<file path="src/rtl/motor_pkg.sv">
// Shared types and default widths for the motor command sequencer.
// State encoding is fixed because it is exported on o_state.
package motor_pkg;

    localparam int K_PWMRES_DEF   = 10;
    localparam int K_SPDWIDTH_DEF = 15;
    localparam int K_BRAKE_CNT_W  = 8;

    typedef enum logic [1:0] {
        IDLE      = 2'd0,
        RUN       = 2'd1,
        RAMP_DOWN = 2'd2,
        BRAKE     = 2'd3
    } t_cmd_seq_state;

endpackage

</file>
<file path="src/rtl/ramp_tick_gen.sv">
// Ramp prescaler: o_tick pulses once every i_period+1 clocks.
// A period shrunk below the running count wraps immediately instead of stalling.
module ramp_tick_gen (
    input  logic       i_clk,
    input  logic       i_rst_n,
    input  logic [7:0] i_period,
    output logic       o_tick
);

    logic [7:0] prescaler_q;
    logic [7:0] prescaler_d;

    always_comb begin
        o_tick      = (prescaler_q >= i_period);
        prescaler_d = o_tick ? 8'd0 : prescaler_q + 8'd1;
    end

    always_ff @(posedge i_clk or negedge i_rst_n) begin
        if (!i_rst_n) prescaler_q <= 8'd0;
        else          prescaler_q <= prescaler_d;
    end

endmodule

</file>
<file path="src/rtl/motor_cmd_sequencer.sv">
// Shapes a raw duty/direction/stop target into PWM command, reverse and brake
// outputs: slew-limited ramping, ramp-down plus braking before a reversal.
module motor_cmd_sequencer
    import motor_pkg::*;
#(
    parameter int K_PWMRES   = K_PWMRES_DEF,
    parameter int K_SPDWIDTH = K_SPDWIDTH_DEF
) (
    input  logic                  i_clk,
    input  logic                  i_rst_n,
    input  logic [K_PWMRES-1:0]   i_target_cmd,
    input  logic                  i_target_reverse,
    input  logic                  i_stop_req,
    input  logic                  i_estop,
    input  logic [K_SPDWIDTH-1:0] i_speed,
    input  logic                  i_speed_valid,
    input  logic [K_PWMRES-1:0]   i_param_pwm_max,
    input  logic [K_PWMRES-1:0]   i_param_ramp_step,
    input  logic [7:0]            i_param_ramp_period,
    input  logic [7:0]            i_param_brake_min,
    input  logic [K_SPDWIDTH-1:0] i_param_low_speed_thr,
    output logic [K_PWMRES-1:0]   o_pwm_command,
    output logic                  o_reverse,
    output logic                  o_brake,
    output logic                  o_busy,
    output logic [1:0]            o_state
);

    t_cmd_seq_state            state_q, state_d;
    logic [K_PWMRES-1:0]       cmd_q, cmd_d;
    logic                      dir_q, dir_d;
    logic [K_BRAKE_CNT_W-1:0]  brake_cnt_q, brake_cnt_d;
    logic                      speed_low_q, speed_low_d;
    logic                      tick;
    logic [K_PWMRES-1:0]       eff_target;

    ramp_tick_gen u_tick (
        .i_clk    (i_clk),
        .i_rst_n  (i_rst_n),
        .i_period (i_param_ramp_period),
        .o_tick   (tick)
    );

    // One slew step toward x; the extra bit keeps cur+step and cur-step from wrapping.
    function automatic logic [K_PWMRES-1:0] ramp_toward(
        input logic [K_PWMRES-1:0] cur,
        input logic [K_PWMRES-1:0] x,
        input logic [K_PWMRES-1:0] step
    );
        logic [K_PWMRES:0]   up;
        logic [K_PWMRES:0]   dn;
        logic [K_PWMRES-1:0] res;
        up  = {1'b0, cur} + {1'b0, step};
        dn  = {1'b0, cur} - {1'b0, step};
        res = cur;
        if (step == '0) begin
            res = x;
        end else if (cur < x) begin
            res = (up > {1'b0, x}) ? x : up[K_PWMRES-1:0];
        end else if (cur > x) begin
            res = (dn[K_PWMRES] || (dn[K_PWMRES-1:0] < x)) ? x : dn[K_PWMRES-1:0];
        end
        return res;
    endfunction

    always_comb begin
        state_d     = state_q;
        cmd_d       = cmd_q;
        dir_d       = dir_q;
        brake_cnt_d = brake_cnt_q;
        speed_low_d = i_speed_valid ? (i_speed < i_param_low_speed_thr) : speed_low_q;
        eff_target  = (i_target_cmd < i_param_pwm_max) ? i_target_cmd : i_param_pwm_max;

        if (i_estop) begin
            state_d     = BRAKE;
            cmd_d       = '0;
            brake_cnt_d = '0;
        end else begin
            unique case (state_q)
                IDLE: begin
                    cmd_d = '0;
                    if (!i_stop_req) begin
                        dir_d   = i_target_reverse;
                        state_d = RUN;
                    end
                end
                RUN: begin
                    if (tick) cmd_d = ramp_toward(cmd_q, eff_target, i_param_ramp_step);
                    if (i_stop_req || (i_target_reverse != dir_q)) state_d = RAMP_DOWN;
                end
                RAMP_DOWN: begin
                    if (tick) cmd_d = ramp_toward(cmd_q, '0, i_param_ramp_step);
                    if (!i_stop_req && (i_target_reverse == dir_q)) begin
                        state_d = RUN;
                    end else if (cmd_q == '0) begin
                        state_d     = BRAKE;
                        brake_cnt_d = '0;
                    end
                end
                BRAKE: begin
                    cmd_d = '0;
                    if (tick && (brake_cnt_q != '1)) brake_cnt_d = brake_cnt_q + 1'b1;
                    // Exit judged on registered speed_low, so a same-cycle strobe counts next cycle.
                    if (speed_low_q && (brake_cnt_q >= i_param_brake_min)) begin
                        if (i_stop_req) begin
                            state_d = IDLE;
                        end else begin
                            dir_d   = i_target_reverse;
                            state_d = RUN;
                        end
                    end
                end
                default: state_d = IDLE;
            endcase
        end
    end

    always_ff @(posedge i_clk or negedge i_rst_n) begin
        if (!i_rst_n) begin
            state_q     <= IDLE;
            cmd_q       <= '0;
            dir_q       <= 1'b0;
            brake_cnt_q <= '0;
            speed_low_q <= 1'b1;
        end else begin
            state_q     <= state_d;
            cmd_q       <= cmd_d;
            dir_q       <= dir_d;
            brake_cnt_q <= brake_cnt_d;
            speed_low_q <= speed_low_d;
        end
    end

    assign o_pwm_command = cmd_q;
    assign o_reverse     = dir_q;
    assign o_brake       = (state_q == BRAKE);
    assign o_busy        = (state_q == RAMP_DOWN) || (state_q == BRAKE);
    assign o_state       = state_q;

endmodule

</file>
<file path="config.mk">
export PLATFORM = sky130hd
export DESIGN_NAME = motor_cmd_sequencer
export DESIGN_NICKNAME = d
export VERILOG_FILES = /design/src/rtl/motor_pkg.sv /design/src/rtl/ramp_tick_gen.sv /design/src/rtl/motor_cmd_sequencer.sv
export SDC_FILE = /design/constraint.sdc
export NUM_CORES = 1
export LEC_CHECK = 0
export ABC_CLOCK_PERIOD_IN_PS = 3900
export BUFFER_PORTS_ARGS = -buffer_cell sky130_fd_sc_hd__buf_2
export CORE_ASPECT_RATIO = 0.8
export CORE_MARGIN = 2
export CORE_UTILIZATION = 40
export CTS_CLUSTER_SIZE = 14
export DETAILED_ROUTE_END_ITERATION = 12
export GPL_ROUTABILITY_DRIVEN = 0
export GPL_TIMING_DRIVEN = 0
export REMOVE_ABC_BUFFERS = 1
export SYNTH_ARGS = -nofsm -noshare
export SYNTH_HDL_FRONTEND = slang
export SYNTH_SLANG_ARGS = --single-unit
</file>
<file path="constraint.sdc">
create_clock -name i_clk -period 3.9 [get_ports i_clk]
set_input_delay 0 -clock i_clk [delete_from_list [all_inputs] [get_ports i_clk]]
set_output_delay 0 -clock i_clk [all_outputs]
set_load 0.005 [all_outputs]
</file>
Word level (Yosys, flattened, before mapping)
Cells that the tools add are included.
Operators by class
  add/subtract/negate cells: 4
  order comparisons: 12
  equal/unequal tests: 18
  multiplexer cells: 32
  bitwise gates (word level): 1
  reductions and logical operators: 18
Operator list (number)
  10-bit 2-to-1 mux: 14
  8-bit 2-to-1 mux: 5
  10-bit less-than comparator: 3
  10-bit case mux with 3 select lines: 1
  10-bit logical NOT: 2
  10-bit by 1-bit less-than comparator with 1-bit output (second input constant): 2
  3-bit inequality test (second input constant): 6
  8-bit by 1-bit adder with 8-bit output (second input constant): 2
  8-bit greater-or-equal comparator: 2
  8-bit case mux with 2 select lines: 1
  15-bit less-than comparator: 1
  2-bit 2-to-1 mux: 6
  4-bit AND reduction: 3
  10-bit by 10-bit adder with 11-bit output: 1
  11-bit by 1-bit > comparator with 1-bit output (second input constant): 1
  11-bit by 10-bit > comparator with 1-bit output: 1
  10-bit by 10-bit subtractor with 11-bit output: 1
  10-bit by 1-bit > comparator with 1-bit output (second input constant): 1
  10-bit > comparator: 1
  5-bit inequality test (second input constant): 2
  8-bit inequality test (second input constant): 1
  2-bit case mux with 4 select lines: 1
  3-bit by 2-bit inequality test with 1-bit output (second input constant): 2
  2-bit == test (second input constant): 2
  16 further kinds: 23
Word-level totals
  register bits: 30
  input port bits: 82
  logic and storage cells: 91

Depth between registers and ports, before layout
Gate-level depths: netlist (run 1).
  word-level depth: 11
  gate-level depth with buffers: 22

Hierarchy
From an unflattened synthesis (run 1), not the netlist that was laid out.
Unflattened totals
  cells, all modules: 614
  area, all modules: 4889.7 um^2
Modules (own cells, without submodules)
  motor_cmd_sequencer: times used 1, cells an instance 560, area each 4334.2 um^2
  ramp_tick_gen: times used 1, cells an instance 54, area each 555.5 um^2

Least setup slack after synthesis (run 1)
OpenSTA, ideal clock, no wires.
  path type: register to register
  start: register cmd_q[2] (netlist: o_pwm_command[2])
  end: register cmd_q[7] (netlist: o_pwm_command[7])
  arrival: 3.944 ns
  data required time: 3.776 ns
  slack: -0.168 ns
  cell stages (with the launch flop): 19
  path buffers: 1
  clock period less this slack: 4.068 ns
  cells stage by stage: dfrtp_1 > ha_1 > buf_2 > a21oi_1 > a21oi_1 > o21ai_0 > a21oi_1 > o21ai_0 > nand2_1 > o311ai_0 > ha_1 > a21o_1 > nor2_1 > o21ai_0 > a311o_1 > o21ai_1 > nor3_1 > a221o_1 > a211o_1
Between the ends
  longest elaborated chain between the ends: 10
  elaborated cells between the ends (all ways): 29
  classes of those cells: add/sub: 2; order compare: 8; eq/ne: 2; mux: 14; reduce/logical: 3
Ends and longest elaborated chain
  start: declaration: RTL line motor_cmd_sequencer.sv:30  | logic [K_PWMRES-1:0] cmd_q, cmd_d;
  start signal: assignment: RTL line motor_cmd_sequencer.sv:127  | cmd_q <= cmd_d;
  10-bit by 10-bit subtractor with 11-bit output: RTL line motor_cmd_sequencer.sv:54  | dn = {1'b0, cur} - {1'b0, step};
  10-bit by 1-bit less-than comparator with 1-bit output or 10-bit less-than comparator (tied branches): RTL line motor_cmd_sequencer.sv:61  | res = (dn[K_PWMRES] || (dn[K_PWMRES-1:0] < x)) ? x : dn[K_PWMRES-1:0];
  1-bit logical OR: RTL line motor_cmd_sequencer.sv:61
  10-bit 2-to-1 mux: RTL line motor_cmd_sequencer.sv:61
  10-bit 2-to-1 mux: RTL line motor_cmd_sequencer.sv:60  | end else if (cur > x) begin
  10-bit 2-to-1 mux: RTL line motor_cmd_sequencer.sv:58  | end else if (cur < x) begin
  10-bit 2-to-1 mux: RTL line motor_cmd_sequencer.sv:56  | if (step == '0) begin
  10-bit 2-to-1 mux, on equally long branches: RTL line motor_cmd_sequencer.sv:92, motor_cmd_sequencer.sv:88
  10-bit case mux with 3 select lines: RTL line motor_cmd_sequencer.sv:79  | unique case (state_q)
  10-bit 2-to-1 mux: RTL line motor_cmd_sequencer.sv:74  | if (i_estop) begin
Several ways; a longest one is shown, not always the timed one. The select of a mux whose other input is x is not followed.
A chain may end at the register's enable or synchronous reset.

Worst setup path in the final report (run 1)
  start: register cmd_q[0] (netlist: o_pwm_command[0])
  end: register cmd_q[7] (netlist: o_pwm_command[7])
Same word-level chain as after synthesis.

==> summary.txt, run 1 <==
Run status
  • Status: complete, but fails checks
  • Violated checks: setup timing

CTS
  • H-tree levels: 2
  • Reg clk slew, reported paths: 0.06 ns
  • TritonCTS clock tree: built
  • Inserted Clock Buffers: 5
  • CTS Root Cell: clkbuf_16
  • Clock Latency Late Sink: 0.28 ns
  • Total clock sinks: 30
  • Clock buffer depth: 2

GRT
  • Vias in the first global route: 4,837
  • Initial antenna violation count: 0
  • Total grt overflow: 0
  • First-pass GRT wire length: 23,540 um
  • Tot GR Track Use: 0.2238
  • Largest net degree at the start of global routing: 31

Logic synthesis
  • Synth unique cells: 79
  • Mapped Cells: 611
  • Post-synth top flop: dfrtp_1
  • Syn Std Cell Area: 4787 um2
  • Seq/Total Area, Yosys: 0.1571
  • Avg Inst Size Synth: 7.835 um2
  • Yosys warning count: 0
  • Ys async rst share: 1.000
  • Synthesized flop and latch total: 30
  • Post-synth EDFFs: 0

STA
  • Unrepaired setup endpoints after global routing: true
  • Hold WS: 0.006095 ns
  • Fin. max-slew vios: 0
  • Rel. slew slack: 0.3814
  • Setup TNS Final: -0.5314 ns
  • Final worst path period share: 1.033
  • Slack of the critical path: -0.1289 ns
  • Final count of negative-setup-slack endpoints: 9
  • Minimum clock period: 4.029 ns
  • Highest clock rate: 248.2 MHz
  • Final Hold Violating Endpoints: 0
  • Tightest Pin Transition: 0.9160 ns
  • Clock Skew: 0.003814 ns

Route
  • Post-route ant nets: 0
  • DRT Pass-1 Iters: 5
  • Via Count: 5,124
  • Drt via density: 5.783
  • Final WL: 14,750 um
  • Drt drc: 0
  • 1st-iter DRT viols: 416
  • Routed len/inst: 16.65 um

Power
  • Leakage: 0.003160 uW
  • Maximum VDD drop: 0.2000 mV
  • Net Sw Power: 769.8 uW
  • Combinational power share: 0.539
  • Final Power: 1859 uW
  • Reg power frac: 0.245
  • Pwr dens: 296.0 nW/um2
  • Int Pwr: 1089 uW
  • Switching Share: 0.4140
  • Power share of the clock group: 0.216

Floorplan
  • Starting Density: 0.4125
  • Horiz. Die Dim: 126.3 um
  • Die area: 12,860 um2
  • Die Height: 101.8 um
  • Top Ports: 97
  • FP Rows: 35
  • Core box area: 11,600 um2

Worst hold path
  • Hold Crit Class: input port to flip-flop

Final layout
  • # fillers: 1,052
  • Layout Area Growth over Synthesis: 31.21%
  • Share of cells above drive strength 1: 0.3238
  • Final Cell Area: 6281 um2
  • Nets: 904
  • Ant diodes: 0

Placement
  • # port buffers: 96
  • Post-DP HPWL: 10,830 um
  • Area after DPL: 5351 um2

Worst setup path
  • WP data arrival: 4.19 ns
  • Worst path slowest cell: dfrtp_2
  • Worst path cell trace: inv_2 > ha_4 > fa_2 > nor2b_4 > o21ai_2 > a21oi_2 > nor3_2 > nor2_2 > xnor2_2 > inv_2 > ha_4 > a21o_1 > a21o_1 > nor2_2 > o21ai_1 > a311o_1 > o21ai_2 > nor3_2 > a221o_1 > a211o_1
  • Crit. End Element: flip-flop
  • CP Max Fanout: 3
  • Setup CP Type: flip-flop to flip-flop
  • Largest stage delay, worst path: 0.40 ns
  • CP startpoint kind: flip-flop
  • CP required: 4.06 ns

Flow run
  • Maxcap violations: 0
-- Yosys cell counts, drive strengths merged (9+ instances only) --
library cell  instances  area (um2)
ha                   83        1039
inv                  79       296.5
nor2                 43       163.9
nand2                33       131.4
o21ai                33       168.9
dfrtp                29       725.7
a21oi                27       138.9
nand3                27       135.1
a21o                 25       187.7
nand2b               17       106.4
a31oi                15       93.84
nor3                 13       75.07
xor2                 11       96.34
clkbuf               10       38.78
mux2i                10       103.9
nor2b                10       62.56
xnor2                10       87.58
and3                  9       56.30
buf                   9       62.55
nand4                 9       62.56
-- layout make-up --
cell class	count	area (um2)	area share
Tap cell	148	185.2	0.02948
Sequential cell	30	759.5	0.1209
Timing Repair Buffer	136	805.8	0.1283
Inverter	79	296.5	0.04721
Multi-Input combinational cell	485	4083	0.6500
Clock buffer	6	138.9	0.02211
Clock inverter	2	12.51	0.001992
-- through the flow --
step	utilization	cells	worst slack, ns
after floorplan	-	592	-0.1369
after global placement	0.4611	836	-1.189
after detailed placement	0.4611	836	-1.341
after CTS	0.5215	875	-0.08537
after global routing	0.5412	886	-0.2622
final	0.5412	886	-0.1289
-- sequential cells by signal, summed over array words and instances, names as in the netlist --
signal              count
speed_low_q             1
o_state                 2
o_pwm_command          10
u_tick.prescaler_q      8
brake_cnt_q             8
o_reverse               1
-- timing repair --
action / 4_1_cts / 5_1_grt
hold buffers: 1 / 0
gates cloned: 1 / 1
setup buffers: 29 / 10
endpoints found under the hold margin: 29 / 0
pin swaps: 46 / 35
gates resized for setup: 70 / 34
setup endpoints to repair: 10 / 10
-- cells by family after synthesis --
kind of cell | after synthesis | share of synthesized area
and+or+nand+nor | 202 | 0.2290
AOI/OAI and AO/OA | 162 | 0.2386
buffers and inverters | 98 | 0.08311
adders and majority gates | 86 | 0.2274
DFF | 30 | 0.1571
xor gates and xnor gates | 21 | 0.03842
muxes | 12 | 0.02640
-- worst paths after layout --
check / from / to / slack, ns / depth (start not counted)
min in group asynchronous: i_rst_n / o_pwm_command[6]$_DFFE_PN0P_ / 0.33 / 2
min: i_speed_valid / speed_low_q$_DFFE_PN1P_ / 0.006 / 3
min reg2reg: brake_cnt_q[2]$_DFFE_PN0P_ / brake_cnt_q[2]$_DFFE_PN0P_ / 0.53 / 1
max reg2reg: o_pwm_command[0]$_DFFE_PN0P_ / o_pwm_command[7]$_DFFE_PN0P_ / -0.13 / 20
max: o_pwm_command[0]$_DFFE_PN0P_ / o_pwm_command[7]$_DFFE_PN0P_ / -0.13 / 20
max in group asynchronous: i_rst_n / o_pwm_command[5]$_DFFE_PN0P_ / 3.03 / 2
-- layout by cell type, fill, tap and decap left out, types with 11 or more instances in the layout --
cell      count
a31oi_1      13
a21o_1       24
o21ai_0      25
nor2_1       36
buf_4        33
a21oi_1      20
nand2_1      30
buf_2        96
nand3_1      25
dfrtp_1      23
nand2b_1     17
inv_1        74
ha_1         73
xor2_1       11
-- per-layer routing --
layer,up-vias,part of all wire,global-route usage
met5,-,0,0
met4,0,0.025,0.06340
met3,43,0.085,0.03770
met2,240,0.43,0.3507
met1,2363,0.46,0.3202
li1,2478,-,-
-- critical path: cells and delay by family (launching register included) --
family	cells	cell delay, ns
buf+inv	2	0.14
fa+ha+maj	3	0.76
compound gates	9	1.92
flops	1	0.40
xor+xnor	1	0.14
simple gates	5	0.54
-- power by group through the flow --
stage	sequential, uW	clock [uW]	combinational [uW]
finish	455	402	1000
global route	467	417	1120
CTS	454	405	931
detailed placement	462	0	817
global placement	458	0	790
floorplan	435	0	593
Power figures use the tool's default switching activity.
==> run 2, diff against run 1 <==
SYNTH_HIERARCHICAL = 1   (was not set)
==> run 2 against run 1 <==
The run still ends with setup timing left. Sequential cell count is the same. Final cell count grew 1.4%. Worst hold slack lost 0.0056 ns. Highest routed layer unchanged. Clock skew increased by 0.0011 ns. Synthesized cell count up 0.49%.
==> summary.txt, run 2 <==
Worst hold path
  • Hold Crit Class: input port to flip-flop

Logic synthesis
  • Area leader, netlist: ha_1
  • Synthesized flop and latch total: 30 (unchanged)
  • Synth cell count leaders: ha_1, inv_1, nor2_1
  • Syn Std Cell Area: 4890 um2 (+2.1%)
  • Post-synth EDFFs: 0 (unchanged)
  • Largest cells by area after synthesis: ha_1, dfrtp_1, inv_1
  • Seq/Total Area, Yosys: 0.1538 (-0.003296)
  • Synth unique cells: 94 (+19%)
  • Top-count cell post-synth: ha_1
  • Mapped Cells: 614 (+0.49%)
  • Post-synth top flop: dfrtp_1
  • Yosys warning count: 6 (+6)
  • Ys async rst share: 1.000 (unchanged)
  • Top cell type's share of synthesized area: 0.2124 (-0.004552)
  • Avg Inst Size Synth: 7.964 um2 (+1.6%)

STA
  • Rel. slew slack: 0.4434 (+0.06202)
  • Highest clock rate: 236.2 MHz (-4.8%)
  • Slack of the critical path: -0.3339 ns (-0.2050 ns)
  • Final worst path period share: 1.086 (+0.05257)
  • Unrepaired setup endpoints after global routing: true
  • Fin. max-slew vios: 0 (unchanged)
  • Minimum clock period: 4.234 ns (+0.2050 ns)
  • Setup TNS Final: -2.661 ns (-2.130 ns)
  • Final Hold Violating Endpoints: 0 (unchanged)
  • Clock Skew: 0.004875 ns (+0.001061 ns)
  • Hold WS: 0.0005199 ns (-0.005575 ns)
  • Tightest Pin Transition: 0.8349 ns (-0.08105 ns)
  • Final count of negative-setup-slack endpoints: 10 (+1)

Flow run
  • Maxcap violations: 0 (unchanged)

Route
  • Routed len/inst: 17.04 um (+2.4%)
  • Drt via density: 5.757 (-0.45%)
  • DRT Pass-1 Iters: 5 (unchanged)
  • Drt drc: 0 (unchanged)
  • Final WL: 15,300 um (+3.7%)
  • Post-route ant nets: 0 (unchanged)
  • Via Count: 5,170 (+0.90%)
  • 1st-iter DRT viols: 355 (-15%)

CTS
  • Clock Latency Late Sink: 0.27 ns (about the same)
  • Reg clk slew, reported paths: 0.05 ns (about the same)
  • CTS Root Cell: clkbuf_16
  • H-tree levels: 2 (unchanged)
  • TritonCTS clock tree: built
  • Inserted Clock Buffers: 5 (unchanged)
  • Clock buffer depth: 2 (unchanged)
  • Total clock sinks: 30 (unchanged)

Final layout
  • Share of cells above drive strength 1: 0.3150 (-0.008835)
  • Fin util: 0.5248 (-0.01647)
  • Number of flip-flops in the largest register: 10 (unchanged)
  • Layout Area Growth over Synthesis: 29.55%
  • Area occupied by multi-input gates: 4116 um2 (+0.83%)
  • Nets: 912 (+0.88%)
  • # fillers: 1,148 (+9.1%)
  • Most common cell after layout, fill and taps aside: buf_2
  • Commonest cells after routing, fill and taps aside: buf_2, ha_1, inv_1
  • Ant diodes: 0 (unchanged)
  • Register Area: 759.5 um2 (unchanged)

Power
  • Maximum VDD drop: 0.2410 mV (+21%)
  • Pwr dens: 480.6 nW/um2 (+62%)
  • Leakage: 0.003216 uW (+1.8%)

Floorplan
  • FP Rows: 36 (+2.9%)
  • Die Height: 102.9 um (+1.0%)
  • Horiz. Die Dim: 127.6 um (+1.0%)
  • Top Ports: 97 (unchanged)
  • Starting Density: 0.4051 (-0.007449)
  • Die area: 13,130 um2 (+2.1%)
  • Core box area: 12,070 um2 (+4.0%)

Run status
  • Violated checks: setup timing
  • Status: complete, but fails checks

Worst setup path
  • Crit. End Element: flip-flop
  • CP required: 4.07 ns (about the same)
  • Setup CP Type: flip-flop to flip-flop
  • WP data arrival: 4.40 ns (+0.21 ns)
  • CP startpoint kind: flip-flop
  • CP Max Fanout: 7 (+4)
  • R2R Setup Slk: -0.33 ns (-0.21 ns)

GRT
  • Total grt overflow: 0 (unchanged)
  • Tot GR Track Use: 0.2231 (-0.0007581)
  • Initial antenna violation count: 0 (unchanged)
  • Vias in the first global route: 4,817 (-0.41%)
  • First-pass GRT wire length: 23,610 um (+0.29%)
  • Largest net degree at the start of global routing: 31 (unchanged)

Placement
  • # port buffers: 96 (unchanged)
  • Post-DP HPWL: 11,090 um (+2.4%)
==> run 2: changes by cell type in the layout (fill, tap and decap cells not counted), sizes merged, moves of 5 or more <==
| cell | change |
|---|---|
| a21oi | +9 |
| nand3 | -9 |
| mux2i | -5 |
| nand2 | -5 |
| nor2 | +26 |
| a211oi | +7 |
| a31oi | -9 |
| nand4b | -5 |
| buf | +6 |
| a311oi | +7 |
| o22ai | -6 |
| or3 | +6 |
==> run 2: area by class of cell <==
cell class | count | share of cell area
multi-input cells | 489 | 0.6498
repair buffers | 142 | 0.1313
flip-flops and latches | 30 | 0.1199
inverters | 77 | 0.04563
well taps | 152 | 0.03002
clock buffers | 7 | 0.02252
clock inverters | 1 | 0.0007900
==> run 2: cell families (layout without fill, tap and decap cells) <==
kind of cell / Yosys count / in the layout / share of synthesized area
flops: 30 / 30 / 0.1538
mux: 7 / 7 / 0.01561
simple gates: 197 / 198 / 0.2149
xor+xnor: 20 / 20 / 0.03582
fa+ha+maj: 86 / 86 / 0.2226
buf+inv: 96 / 227 / 0.07677
compound gates: 178 / 178 / 0.2805
==> run 2: final timing paths <==
path | endpoint | cells after the start | start
min in group asynchronous | u_tick/prescaler_q[7]$_DFF_PN0_ | 2 | i_rst_n
max | o_pwm_command[6]$_DFFE_PN0P_ | 18 | o_pwm_command[2]$_DFFE_PN0P_
max in group asynchronous | o_pwm_command[5]$_DFFE_PN0P_ | 2 | i_rst_n
min reg2reg | u_tick/prescaler_q[0]$_DFF_PN0_ | 1 | u_tick/prescaler_q[0]$_DFF_PN0_
max reg2reg | o_pwm_command[6]$_DFFE_PN0P_ | 18 | o_pwm_command[2]$_DFFE_PN0P_
min | speed_low_q$_DFFE_PN1P_ | 2 | i_speed_valid
==> run 2: what timing repair did <==
| action | 4_1_cts | 5_1_grt |
|---|---|---|
| pin swaps | 34 | 21 |
| hold buffers | 1 | 0 |
| endpoints found under the hold margin | 29 | 0 |
| resized for setup | 52 | 26 |
| cloned | 1 | 0 |
| setup endpoints to repair | 10 | 10 |
| setup buffers | 23 | 22 |
==> run 2: metal layers <==
metal	track usage	vias to the layer above	part of all wire
met5	0	-	0
met4	0.07777	0	0.038
met3	0.04255	57	0.077
met2	0.3501	256	0.41
met1	0.3091	2356	0.47
li1	-	2501	-
==> run 2: power breakdown <==
part	switching, uW	leakage [uW]	total (uW)	internal, uW
clock network	141	0.0000739	394	253
logic	1160	0.00276	2150	983
registers	115	0.000382	505	391
==> run 2: per-stage QoR <==
stage                     total power [uW]  area, um2  instances  worst slack (ns)
after floorplan                       1673       4803        595           -0.6329
after global placement                2079       5474        843            -1.463
after detailed placement              2122       5474        843            -1.504
after CTS                             2796       6040        876           -0.3286
after global routing                  3261       6335        898           -0.5048
final                                 3044       6335        898           -0.3339
==> run 2: critical path, stage by stage, from the launching register on <==
cell,delay [ns]
dfrtp_2,0.46
ha_4,0.28
a21oi_4,0.17
a21oi_2,0.09
o21ai_2,0.17
a21boi_2,0.09
o21a_1,0.23
o21ai_2,0.13
or4b_4,0.48
o311ai_4,0.12
ha_4,0.27
a21oi_4,0.16
nand2b_1,0.10
a311o_1,0.30
o21ai_2,0.16
nand2b_4,0.17
o22ai_4,0.11
or3_1,0.34
a311oi_2,0.30
==> run 3, diff against run 2 <==
CORE_UTILIZATION = 52   (was 40)
PLACE_DENSITY = 0.79   (was not set)
==> run 3 against run 2 <==
The run still ends with setup timing left. Sequential share of layout area hardly changed. Clock power is 33% higher. Final cell count is 5.5% lower. Count of clock-buffer cells in the layout is 1 lower. First-iteration DRC count is 47% higher. Wire length is 1.9% higher. Sequential power is 2% higher. Worst hold slack better by 0.053 ns. Core utilization is 17 points higher. Global-route usage is 6.1 points higher. Final area is 0.36% lower. Largest cell class unchanged.
==> summary.txt, run 3 (same netlist as run 2, synthesis figures left out) <==
Worst setup path
  • RR Startpoint: o_pwm_command[0]$_DFFE_PN0P_
  • Worst path slowest cell: dfrtp_2
  • WP data arrival: 4.53 ns (+0.13 ns)
  • Crit path launch: o_pwm_command[0]$_DFFE_PN0P_
  • Crit. End Element: flip-flop
  • Critical Path Most Common Cell: or3_4
  • CP startpoint kind: flip-flop
  • CP required: 4.08 ns (about the same)
  • Largest stage delay, worst path: 0.47 ns (about the same)
  • CP Max Fanout: 6 (-1)
  • R2R Setup Slk: -0.45 ns (-0.11 ns)
  • Crit-path leading delay family: simple AND/OR/NAND/NOR gates
  • Setup CP Type: flip-flop to flip-flop
  • Worst path cell trace: buf_6 > ha_4 > inv_2 > fa_2 > or2_4 > a221oi_4 > a211oi_2 > xnor2_1 > ha_1 > nand3_4 > or3_4 > or3_4 > o22a_4 > buf_12 > nor2_4 > a31oi_2 > a311oi_2
  • Stages on worst setup path: 17 (-1)
  • CP Capture Point: o_pwm_command[8]$_DFFE_PN0P_
  • Worst reg-to-reg path cell count: 17 (-1)
  • Buf/Inv on CP: 3 (+3)
  • RR Endpoint: o_pwm_command[8]$_DFFE_PN0P_

Route
  • Via Count: 5,396 (+4.4%)
  • Final WL: 15,590 um (+1.9%)
  • Routed len/inst: 18.37 um (+7.8%)
  • Drt drc: 0 (unchanged)
  • Drt via density: 6.356 (+10%)
  • Post-route ant nets: 0 (unchanged)
  • 1st-iter DRT viols: 521 (+47%)
  • DRT Pass-1 Iters: 6 (+1)

STA
  • Highest clock rate: 230.1 MHz (-2.6%)
  • Final Hold Violating Endpoints: 0 (unchanged)
  • Unrepaired setup endpoints after global routing: true
  • Fin. max-slew vios: 0 (unchanged)
  • Final count of negative-setup-slack endpoints: 10 (unchanged)
  • Setup TNS Final: -3.806 ns (-1.145 ns)
  • Clock Skew: 0.004682 ns (-0.0001930 ns)
  • Minimum clock period: 4.346 ns (+0.1122 ns)
  • Slack of the critical path: -0.4461 ns (-0.1122 ns)
  • Rel. slew slack: 0.4566 (+0.01321)
  • Tightest Pin Transition: 0.8121 ns (-0.02281 ns)
  • Final worst path period share: 1.114 (+0.02877)

Flow run
  • Maxcap violations: 0 (unchanged)

Final layout
  • Nets: 900 (-1.3%)
  • Layout Area Growth over Synthesis: 29.09%
  • Share of cells above drive strength 1: 0.3052 (-0.009836)
  • # fillers: 682 (-41%)
  • Ant diodes: 0 (unchanged)
  • Most common cell after layout, fill and taps aside: buf_2
  • Final Cell Area: 6312 um2 (-0.36%)
  • Commonest cells after routing, fill and taps aside: buf_2, ha_1, inv_1
  • Post-route insts no fill: 849 (-5.5%)
  • Number of flip-flops in the largest register: 10 (unchanged)

Placement
  • Area after DPL: 5428 um2 (-0.85%)
  • Post-DP HPWL: 10,640 um (-4.0%)
  • # placed instances: 806 (-4.4%)
  • # port buffers: 96 (unchanged)
  • Pre-CTS WS: -1.445 ns (+0.05846 ns)

Power
  • Maximum VDD drop: 0.3065 mV (+27%)
  • Leakage: 0.003200 uW (-0.51%)
  • Final Power: 3234 uW (+6.2%)
  • Pwr dens: 512.3 nW/um2 (+6.6%)

CTS
  • Total clock sinks: 30 (unchanged)
  • TritonCTS clock tree: built
  • H-tree levels: 2 (unchanged)
  • CTS Root Cell: clkbuf_16
  • Clock Latency Late Sink: 0.28 ns (about the same)
  • Inserted Clock Buffers: 5 (unchanged)
  • Clock buffer depth: 2 (unchanged)
  • Reg clk slew, reported paths: 0.05 ns (about the same)

Floorplan
  • Horiz. Die Dim: 112.4 um (-12%)
  • Die Height: 90.74 um (-12%)
  • Starting Density: 0.5364 (+0.1314)
  • Core box area: 9115 um2 (-24%)
  • FP Rows: 31 (-14%)
  • Die area: 10,200 um2 (-22%)
  • Top Ports: 97 (unchanged)

Run status
  • Status: complete, but fails checks
  • Violated checks: setup timing

GRT
  • First-pass GRT wire length: 24,010 um (+1.7%)
  • Tot GR Track Use: 0.2845 (+0.06144)
  • Total grt overflow: 0 (unchanged)
  • Initial antenna violation count: 0 (unchanged)
  • Largest net degree at the start of global routing: 31 (unchanged)
  • Vias in the first global route: 4,995 (+3.7%)

Worst hold path
  • Hold path depth: 3 (+1)
  • Hold Crit Class: input port to flip-flop
[run 3: changes by cell type in the layout (fill, tap and decap cells not counted), sizes merged]
| cell | delta |
|---|---|
| buf | -13 |
| bufinv | +2 |
| clkbuf | -1 |
| clkinv | -1 |
| dlygate4sd3 | +1 |
[run 3: final cells by class]
class | instances | area (um2) | share of cell area
clock buffer | 6 | 138.9 | 0.02200
clock inverter | 2 | 60.06 | 0.009514
inverter | 77 | 291.5 | 0.04618
multi-input combinational | 489 | 4143 | 0.6563
sequential | 30 | 758.2 | 0.1201
tap | 115 | 143.9 | 0.02279
timing repair buffer | 130 | 777.0 | 0.1231
[run 3: where the power goes]
part | internal (uW) | switching, uW | leakage, uW | total [uW]
clock | 383 | 140 | 0.0000971 | 523
combinational | 987 | 1210 | 0.00272 | 2200
sequential | 390 | 124 | 0.000384 | 514
[run 3: metrics by stage]
step | utilization | hold slack (ns)
CTS | 0.6690 | 0.04967
floorplan | - | -0.2956
detailed placement | 0.5955 | 0.07571
global placement | 0.5955 | 0.06506
finish | 0.6925 | 0.05320
global route | 0.6925 | 0.07858
[run 3: how the worst min path moves through the flow]
stage,start,end,slack [ns]
after CTS,i_stop_req,o_state[0]$_DFFE_PN0P_,0.05
after detailed placement,i_rst_n,u_tick/prescaler_q[6]$_DFF_PN0_,0.08
after floorplan,i_rst_n,brake_cnt_q[0]$_DFFE_PN0P_,-0.30
after global routing,i_stop_req,o_state[0]$_DFFE_PN0P_,0.08
final,i_stop_req,o_state[0]$_DFFE_PN0P_,0.05
after global placement,i_rst_n,u_tick/prescaler_q[6]$_DFF_PN0_,0.07
[run 3: worst register-to-register path, delay by kind of cell (launching register included)]
kind / cells / cell delay (ns)
xor+xnor: 1 / 0.17
buf+inv: 3 / 0.32
flops: 1 / 0.47
fa+ha+maj: 3 / 0.85
compound gates: 5 / 1.15
simple gates: 5 / 1.28
[run 3: layer usage]
metal,share of wire,track usage,up-vias
met5,0,0,-
met4,0.040,0.09858,0
met3,0.10,0.07315,101
met2,0.47,0.4729,310
met1,0.39,0.3579,2513
li1,-,-,2472
[run 3: timing repair]
item,CTS,global route
gates cloned,0,1
setup buffers,20,12
hold buffers,2,0
setup endpoints to repair,10,10
resized for setup,63,20
hold endpoints to repair,30,0
pin swaps,41,32
